File: src/rtl/guess_sequencer.sv
// Job controller for the brute-force cracking datapath: sweeps the guess
// generator over a length range, qualifies its output and latches the first match.
module guess_sequencer #(
  parameter int GEN_LATENCY  = 1,
  parameter int HASH_LATENCY = 64
) (
  input  logic         clk,
  input  logic         reset,
  input  logic         start,
  input  logic         stop,
  input  logic [2:0]   charset,
  input  logic [4:0]   min_len,
  input  logic [4:0]   max_len,
  output logic [2:0]   gen_charset,
  output logic [4:0]   gen_guesslen,
  output logic         gen_reset,
  input  logic         gen_done,
  output logic         hash_valid,
  input  logic         hash_match,
  input  logic [127:0] hash_match_guess,
  output logic         busy,
  output logic         found,
  output logic [127:0] found_guess,
  output logic         exhausted,
  output logic         error,
  output logic [47:0]  guess_count
);

  localparam int CNT_MAX = (HASH_LATENCY > GEN_LATENCY + 1) ? HASH_LATENCY : GEN_LATENCY + 1;
  localparam int CW      = $clog2(CNT_MAX + 1);

  typedef enum logic [2:0] {
    S_IDLE, S_LOAD, S_PRIME, S_RUN, S_NEXT, S_DRAIN
  } state_e;

  state_e         state_q;
  logic [CW-1:0]  cnt_q;
  logic [4:0]     cur_len_q;
  logic [4:0]     max_len_q;
  logic [2:0]     charset_q;
  logic           found_q;
  logic           exhausted_q;
  logic           error_q;
  logic [127:0]   found_guess_q;
  logic [47:0]    guess_count_q;
  logic           job_illegal;

  assign job_illegal = (charset > 3'd5) || (min_len == 5'd0) ||
                       (max_len > 5'd16) || (min_len > max_len);

  // The generator only runs while priming or running; every other state holds it in reset.
  assign gen_reset    = (state_q != S_PRIME) && (state_q != S_RUN);
  assign hash_valid   = (state_q == S_RUN) && !gen_done;
  assign busy         = (state_q != S_IDLE);
  assign gen_charset  = charset_q;
  assign gen_guesslen = cur_len_q;
  assign found        = found_q;
  assign found_guess  = found_guess_q;
  assign exhausted    = exhausted_q;
  assign error        = error_q;
  assign guess_count  = guess_count_q;

  // NOTE: all state is updated with non-blocking assignments so every register
  // samples the pre-edge values regardless of statement order in this block.
  always_ff @(posedge clk) begin
    if (reset) begin
      state_q       <= S_IDLE;
      cnt_q         <= '0;
      cur_len_q     <= '0;
      max_len_q     <= '0;
      charset_q     <= '0;
      found_q       <= 1'b0;
      exhausted_q   <= 1'b0;
      error_q       <= 1'b0;
      found_guess_q <= '0;
      guess_count_q <= '0;
    end else begin
      if (hash_valid) guess_count_q <= guess_count_q + 48'd1;

      if (state_q == S_IDLE) begin
        if (start) begin
          if (job_illegal) begin
            error_q <= 1'b1;
          end else begin
            charset_q     <= charset;
            cur_len_q     <= min_len;
            max_len_q     <= max_len;
            found_q       <= 1'b0;
            exhausted_q   <= 1'b0;
            error_q       <= 1'b0;
            guess_count_q <= '0;
            state_q       <= S_LOAD;
          end
        end
      end else if (hash_match) begin
        found_guess_q <= hash_match_guess;
        found_q       <= 1'b1;
        state_q       <= S_IDLE;
      end else if (stop) begin
        state_q <= S_IDLE;
      end else begin
        case (state_q)
          S_LOAD: begin
            cnt_q   <= '0;
            state_q <= S_PRIME;
          end
          S_PRIME: begin
            if (cnt_q == CW'(GEN_LATENCY)) state_q <= S_RUN;
            else                           cnt_q   <= cnt_q + 1'b1;
          end
          S_RUN: begin
            if (gen_done) state_q <= S_NEXT;
          end
          S_NEXT: begin
            if (cur_len_q == max_len_q) begin
              cnt_q   <= '0;
              state_q <= S_DRAIN;
            end else begin
              cur_len_q <= cur_len_q + 5'd1;
              state_q   <= S_LOAD;
            end
          end
          S_DRAIN: begin
            if (cnt_q == CW'(HASH_LATENCY - 1)) begin
              exhausted_q <= 1'b1;
              state_q     <= S_IDLE;
            end else begin
              cnt_q <= cnt_q + 1'b1;
            end
          end
          default: state_q <= S_IDLE;
        endcase
      end
    end
  end

endmodule

File: config.mk
export PLATFORM = sky130hd
export DESIGN_NAME = guess_sequencer
export DESIGN_NICKNAME = d
export VERILOG_FILES = /design/src/rtl/guess_sequencer.sv
export SDC_FILE = /design/constraint.sdc
export NUM_CORES = 1
export LEC_CHECK = 0
export CAP_MARGIN = 20
export CORE_MARGIN = 2
export CORE_UTILIZATION = 41
export DETAILED_ROUTE_END_ITERATION = 10
export PLACE_DENSITY = 0.76
export SETUP_SLACK_MARGIN = 0.1
export SLEW_MARGIN = 15
export SYNTH_ARGS = -nofsm -noshare
export SYNTH_HDL_FRONTEND = slang
export SYNTH_SLANG_ARGS = --single-unit
File: constraint.sdc
create_clock -name clk -period 5.2 [get_ports clk]
set_input_delay 0.78 -clock clk [delete_from_list [all_inputs] [get_ports clk]]
set_output_delay 0.78 -clock clk [all_outputs]
set_load 0.02 [all_outputs]
==> results of run 1 <==
## layout make-up
cell class                 instances  area (µm²)  area share (%)
inverter                          14        52.6           0.427
timing repair buffer             342        3430            27.8
clock inverter                     2        10.0          0.0813
multi-input combinational        726        3800            30.9
tap                              265         332            2.69
clock buffer                      33         633            5.14
antenna                            3        7.51          0.0610
sequential                       202        4040            32.9
## routing by layer
layer / up-vias / track usage [%] / routed length (µm)
li1: 3939 / - / -
met1: 3701 / 27.7 / 10200
met2: 298 / 40.5 / 12600
met3: 51 / 9.62 / 2750
met4: 0 / 8.38 / 869
met5: - / 0 / 0
## critical path, cell delays in order
cell and delay, ns:
clkdlybuf4s50_1 0.44, and4bb_1 0.51, clkdlybuf4s50_1 0.68
## cells by family (layout without fill, tap and decap cells)
group	Yosys count	count (layout)	synth area share, %
other	0	3	0
AO/OA/AOI/OAI	173	173	11.3
multiplexers	11	11	1.36
adder cells (fa/ha/maj)	10	10	1.50
buffers and inverters	77	391	4.15
flip-flops	202	202	49.5
AND/OR/NAND/NOR	482	482	26.9
XOR/XNOR	50	50	5.36
## synth_stat cells, drive strengths merged (2+ instances only)
| cell | number | area (µm²) |
|---|---|---|
| nand3 | 18 | 95.1 |
| clkbuf | 45 | 169 |
| nand4 | 14 | 103 |
| nor4 | 10 | 113 |
| xnor2 | 29 | 254 |
| nor3 | 19 | 115 |
| inv | 14 | 52.6 |
| nand2 | 289 | 1080 |
| nor2 | 80 | 300 |
| a21oi | 148 | 741 |
| o22a | 2 | 17.5 |
| a31oi | 2 | 12.5 |
| or4 | 7 | 52.6 |
| and4 | 5 | 43.8 |
| ha | 9 | 113 |
| dfxtp | 202 | 4040 |
| mux2i | 10 | 100 |
| and2 | 8 | 50.1 |
| and3 | 7 | 43.8 |
| buf | 18 | 118 |
| a22oi | 2 | 20.0 |
| or2 | 4 | 25.0 |
| o21ai | 9 | 45.0 |
| o32ai | 3 | 26.3 |
| or3 | 8 | 55.1 |
| xor2 | 21 | 184 |
| nand2b | 6 | 52.6 |
## stage by stage
stage	instance area, µm²	hold WS, ns	std cells	util, %	power, mW
final	12300	0.452	1587	63.0	4.02
after global routing	12300	0.469	1587	63.0	4.19
after CTS	12300	0.453	1583	62.8	4.05
after detailed placement	11600	0.446	1548	59.5	2.60
after global placement	11600	0.440	1548	59.5	2.59
after floorplan	8170	0.462	1005	-	2.18
## worst paths after layout
path | cells after the start | slack (ns) | endpoint
setup / recovery | 3 | 2.01 | hash_valid
hold / removal | 2 | 0.45 | found_guess[86]
setup reg to reg | 5 | 2.40 | guess_count[31]
hold reg to reg | 2 | 0.45 | found_guess[86]
## power breakdown
part | switching, mW | total, mW | leakage (nW) | internal, mW
combinational | 0.477 | 0.860 | 2.25 | 0.383
clock | 0.602 | 1.43 | 0.315 | 0.832
sequential | 0.0667 | 1.72 | 1.63 | 1.66
total | 1.14 | 4.02 | 4.20 | 2.87
## sequential cells by signal, indices dropped and copies added, names as in the netlist
register	cells
cnt_q	7
error	1
exhausted	1
found	1
found_guess	128
gen_charset	3
gen_guesslen	5
guess_count	48
max_len_q	5
state_q	3
==> out/qor.yml, run 1 <==
p_leak_nw: 4.20
timing.setup.tns_ns: 0
firstDrtPassIters: 4
synth_area_um2: 8170
post_cts_resized: 0
hold_start: "found_guess[86]"
hold_violations: 0
setup_viol: 0
mostFrequentLayoutCells: "clkdlybuf4s50_1, nand2_1, dfxtp_1, a21oi_1, nor2_1"
synth_nets: 1161
area_growth_pct: 50.6
path_max_fanout: 8
holdBufCountCts: 0
totalWireLength_um: 26400
dp_hpwl_um: 19000
synth_seq_cells: 202
die_w_um: 145
syn_inst: 1005
cts_tree: "built"
start_kind: "input port"
cts_max_level: 1
synthFlopType: "dfxtp_1"
power_density_nw_per_um2: 326
cp.required_ns: 4.42
ys_warn_count: 0
antenna_found_initial: 3
worst_slew_pin_slew_ns: 0.994
outcome: "finished, final reports clean"
track_usage_pct: 24.0
overflow: 0
ioPinCount: 337
core_area_um2: 19500
ys_seq_area_share_pct: 49.5
synthArstFlopShare_pct: 0
drive_gt1_share_pct: 4.25
min_period_ns: 3.19
ant_nets: 0
dp_slack_ns: 1.67
gp_congestion: 0.886
portBuffers: 336
worstReg2RegStart: "state_q[0]"
cts_root_buf: "clkbuf_16"
crit_start: "gen_done"
cts_sinks: 202
vias: 7989
die_h_um: 145
setup_ws_ns: 2.01
ir_worst_vdd_uv: 281
rsz0062_at_grt: "no"
post_cts_buffers: 0
rows: 51
period_share_pct: 61.4
cap_viol_max_count: 0
syn_area_per_cell_um2: 8.13
vias_per_cell: 5.03
start_util_pct: 41.8
grt_max_degree: 102
max-slew-margin-rel_pct: 33.7
cts_made_buffers: 23
nets: 1465
grt_pass1_wl_um: 41200
die_area_um2: 21100
path_class: "input port to output port"
synth_edf_count: 0
first_global_vias: 7646
clk_latency_ns: 0.50
skew_ns: 0.00586
cp-end-kind: "output port"
ys_types: 55
detail_route.iter0.violations: 469
final_common_cell: "clkdlybuf4s50_1"
drv_slew: 0
fillCellCount: 1700
drc: 0
routedWlPerCell_um: 16.6
clock_path_buffers: 3
clk_pin_slew_worst_paths_ns: 0.06
min_path_type: "register to register"
clock.fmax_ghz: 0.313
arrival_ns: 2.41
Power figures use the tool's default switching activity.
==> inputs of run 2 (changes only) <==
--- a/config.mk
+++ b/config.mk
@@ -7,7 +7,7 @@
 export LEC_CHECK = 0
 export CAP_MARGIN = 20
 export CORE_MARGIN = 2
-export CORE_UTILIZATION = 41
+export CORE_UTILIZATION = 39
 export DETAILED_ROUTE_END_ITERATION = 10
 export PLACE_DENSITY = 0.76
 export SETUP_SLACK_MARGIN = 0.1
==> constraint.sdc (replaced) <==
create_clock -name clk -period 2.85 [get_ports clk]
set_input_delay 0.4275 -clock clk [delete_from_list [all_inputs] [get_ports clk]]
set_output_delay 0.4275 -clock clk [all_outputs]
set_load 0.02 [all_outputs]
==> run 2 against run 1 <==
  * Critical path depth increased by 1
  * Via count decreased by 0.11%
  * Non-clock buffer count increased by 13
  * Total power increased by 94%
  * Clock power increased by 110%
  * Final cell count increased by 1.7%
  * Sequential power increased by 82%
  * Sequential share of layout area decreased by 0.79 points
  * Clock skew increased by 0.0055 ns
  * Final area increased by 2.5%
  * Register-to-register slack got worse by 1.9 ns
  * Highest routed layer unchanged
==> out/qor.yml, run 2 (synthesis gave the netlist of run 1 again) <==
cts_root_buf: "clkbuf_16"
post_cts_resized: 0  # unchanged
die_h_um: 149  # +2.5%
setup_ws_ns: 0.278  # -1.73 ns
max-slew-margin-rel_pct: 49.6  # +16 points
dp_hpwl_um: 19500  # +2.9%
clk_pin_slew_worst_paths_ns: 0.06  # about the same
mostFrequentLayoutCells: "clkdlybuf4s50_1, nand2_1, dfxtp_1, a21oi_1, nor2_1"
skew_ns: 0.0114  # +0.00552 ns
cp.required_ns: 2.42  # -2.00 ns
cts_max_level: 1  # unchanged
post_cts_buffers: 0  # unchanged
vias: 7980  # -0.11%
firstDrtPassIters: 4  # unchanged
ir_worst_vdd_uv: 521  # +86%
largest_reg_flops: 128  # unchanged
cts_tree: "built"
period_share_pct: 90.2
hold_violations: 0  # unchanged
cts_made_buffers: 22  # -4.3%
antenna_found_initial: 6  # +3
area_growth_pct: 54.3
final_cells: 1614  # +1.7%
p_leak_nw: 4.36  # +3.7%
die_w_um: 149  # +2.5%
path_class: "register to output port"
min_path_type: "input port to register"
totalWireLength_um: 26800  # +1.6%
outcome: "finished, final reports clean"
min_period_ns: 2.57
core_area_um2: 20400  # +4.6%
routedWlPerCell_um: 16.6  # about the same
fillCellCount: 1742  # +2.5%
hold_ws_ns: 0.449  # -0.00287 ns
start_util_pct: 40.0  # -1.9 points
final_area_um2: 12600  # +2.5%
drv_slew: 0  # unchanged
worst_slew_pin_slew_ns: 0.756  # -0.238 ns
timing.setup.tns_ns: 0  # unchanged
first_global_vias: 7770  # +1.6%
rsz0062_at_grt: "no"
power_switching_mw: 2.13  # +86%
die_area_um2: 22100  # +5.0%
rrSetupSlack_ns: 0.49  # -1.91 ns
intPower_mw: 5.66  # +97%
ant_nets: 0  # unchanged
clock.fmax_ghz: 0.389
nets: 1477  # +0.82%
track_usage_pct: 23.5  # -0.50 points
clock_path_buffers: 3  # unchanged
grt_pass1_wl_um: 41400  # +0.69%
setup_viol: 0  # unchanged
place_inst: 1567  # +1.2%
drive_gt1_share_pct: 5.61  # +1.4 points
fin_util_pct: 61.7  # -1.3 points
vias_per_cell: 4.94  # -1.8%
rr_worst_depth: 6  # +1
whs_path_depth: 2  # unchanged
p_clk_share_pct: 39.0  # +3.3 points
drc: 0  # unchanged
clk_latency_ns: 0.50  # about the same
cp-end-kind: "output port"
portBuffers: 336  # unchanged
dp_slack_ns: 0.137  # -1.54 ns
dpl_cell_area_um2: 11800  # +1.6%
cts_sinks: 202  # unchanged
ioPinCount: 337  # unchanged
power_frac_seq_pct: 40.1  # -2.8 points
arrival_ns: 2.14  # -0.27 ns
detail_route.iter0.violations: 320  # -32%
path_max_fanout: 14  # +6
overflow: 0  # unchanged
power_density_nw_per_um2: 618  # +89%
holdBufCountCts: 0  # unchanged
final_common_cell: "clkdlybuf4s50_1"
power_mw: 7.79  # +94%
netSwitchingFraction_pct: 27.3  # -1.2 points
start_kind: "register"
grt_max_degree: 95  # -6.9%
rows: 52  # +2.0%
gp_congestion: 0.921  # +3.9%
cap_viol_max_count: 0  # unchanged
comb_power_share_pct: 20.9  # -0.5 points
## run 2: final timing paths
path | start | to
worst max-delay path | state_q[0] | hash_valid
worst max register to register | gen_guesslen[2] | cnt_q[5]
worst min register to register | found_guess[9] | found_guess[9]
worst min-delay path | reset | exhausted
## run 2: power by group through the flow
| stage | clock network [mW] | registers (mW) | logic (mW) |
|---|---|---|---|
| final | 3.04 | 3.13 | 1.63 |
| after global routing | 3.19 | 3.15 | 1.77 |
| after CTS | 3.09 | 3.13 | 1.64 |
| after detailed placement | 0 | 3.18 | 1.63 |
| after global placement | 0 | 3.17 | 1.62 |
| after floorplan | 0 | 3.41 | 0.579 |
## run 2: layout make-up
cell class | count | area (µm²) | area share, %
multi-input combinational | 726 | 3800 | 30.1
inverter | 14 | 52.6 | 0.417
antenna | 7 | 17.5 | 0.139
tap | 270 | 338 | 2.68
clock buffer | 35 | 681 | 5.40
timing repair buffer | 355 | 3580 | 28.4
clock inverter | 5 | 100 | 0.794
sequential | 202 | 4040 | 32.1
## run 2: worst max-delay path, cell delays in order, from the launching register on
cell	delay (ns)
dfxtp_1	0.34
buf_4	0.19
and4bb_1	0.32
buf_4	0.19
clkdlybuf4s50_1	0.60
## run 2: layer usage
layer,wire (µm),vias up,share of wire (%),track usage [%]
met5,0,-,0,0
met2,13100,263,49,40.0
li1,-,3978,-,-
met1,10200,3694,38,27.0
met3,2920,45,11,9.57
met4,621,0,2.3,7.81
==> inputs of run 3 (changes only) <==
--- a/config.mk
+++ b/config.mk
@@ -11,6 +11,7 @@
 export DETAILED_ROUTE_END_ITERATION = 10
 export PLACE_DENSITY = 0.76
 export SETUP_SLACK_MARGIN = 0.1
+export SKIP_LAST_GASP = 1
 export SLEW_MARGIN = 15
 export SYNTH_ARGS = -nofsm -noshare
 export SYNTH_HDL_FRONTEND = slang
==> results of run 3 <==
Final layout, timing and power as in run 2 (identical DEF).
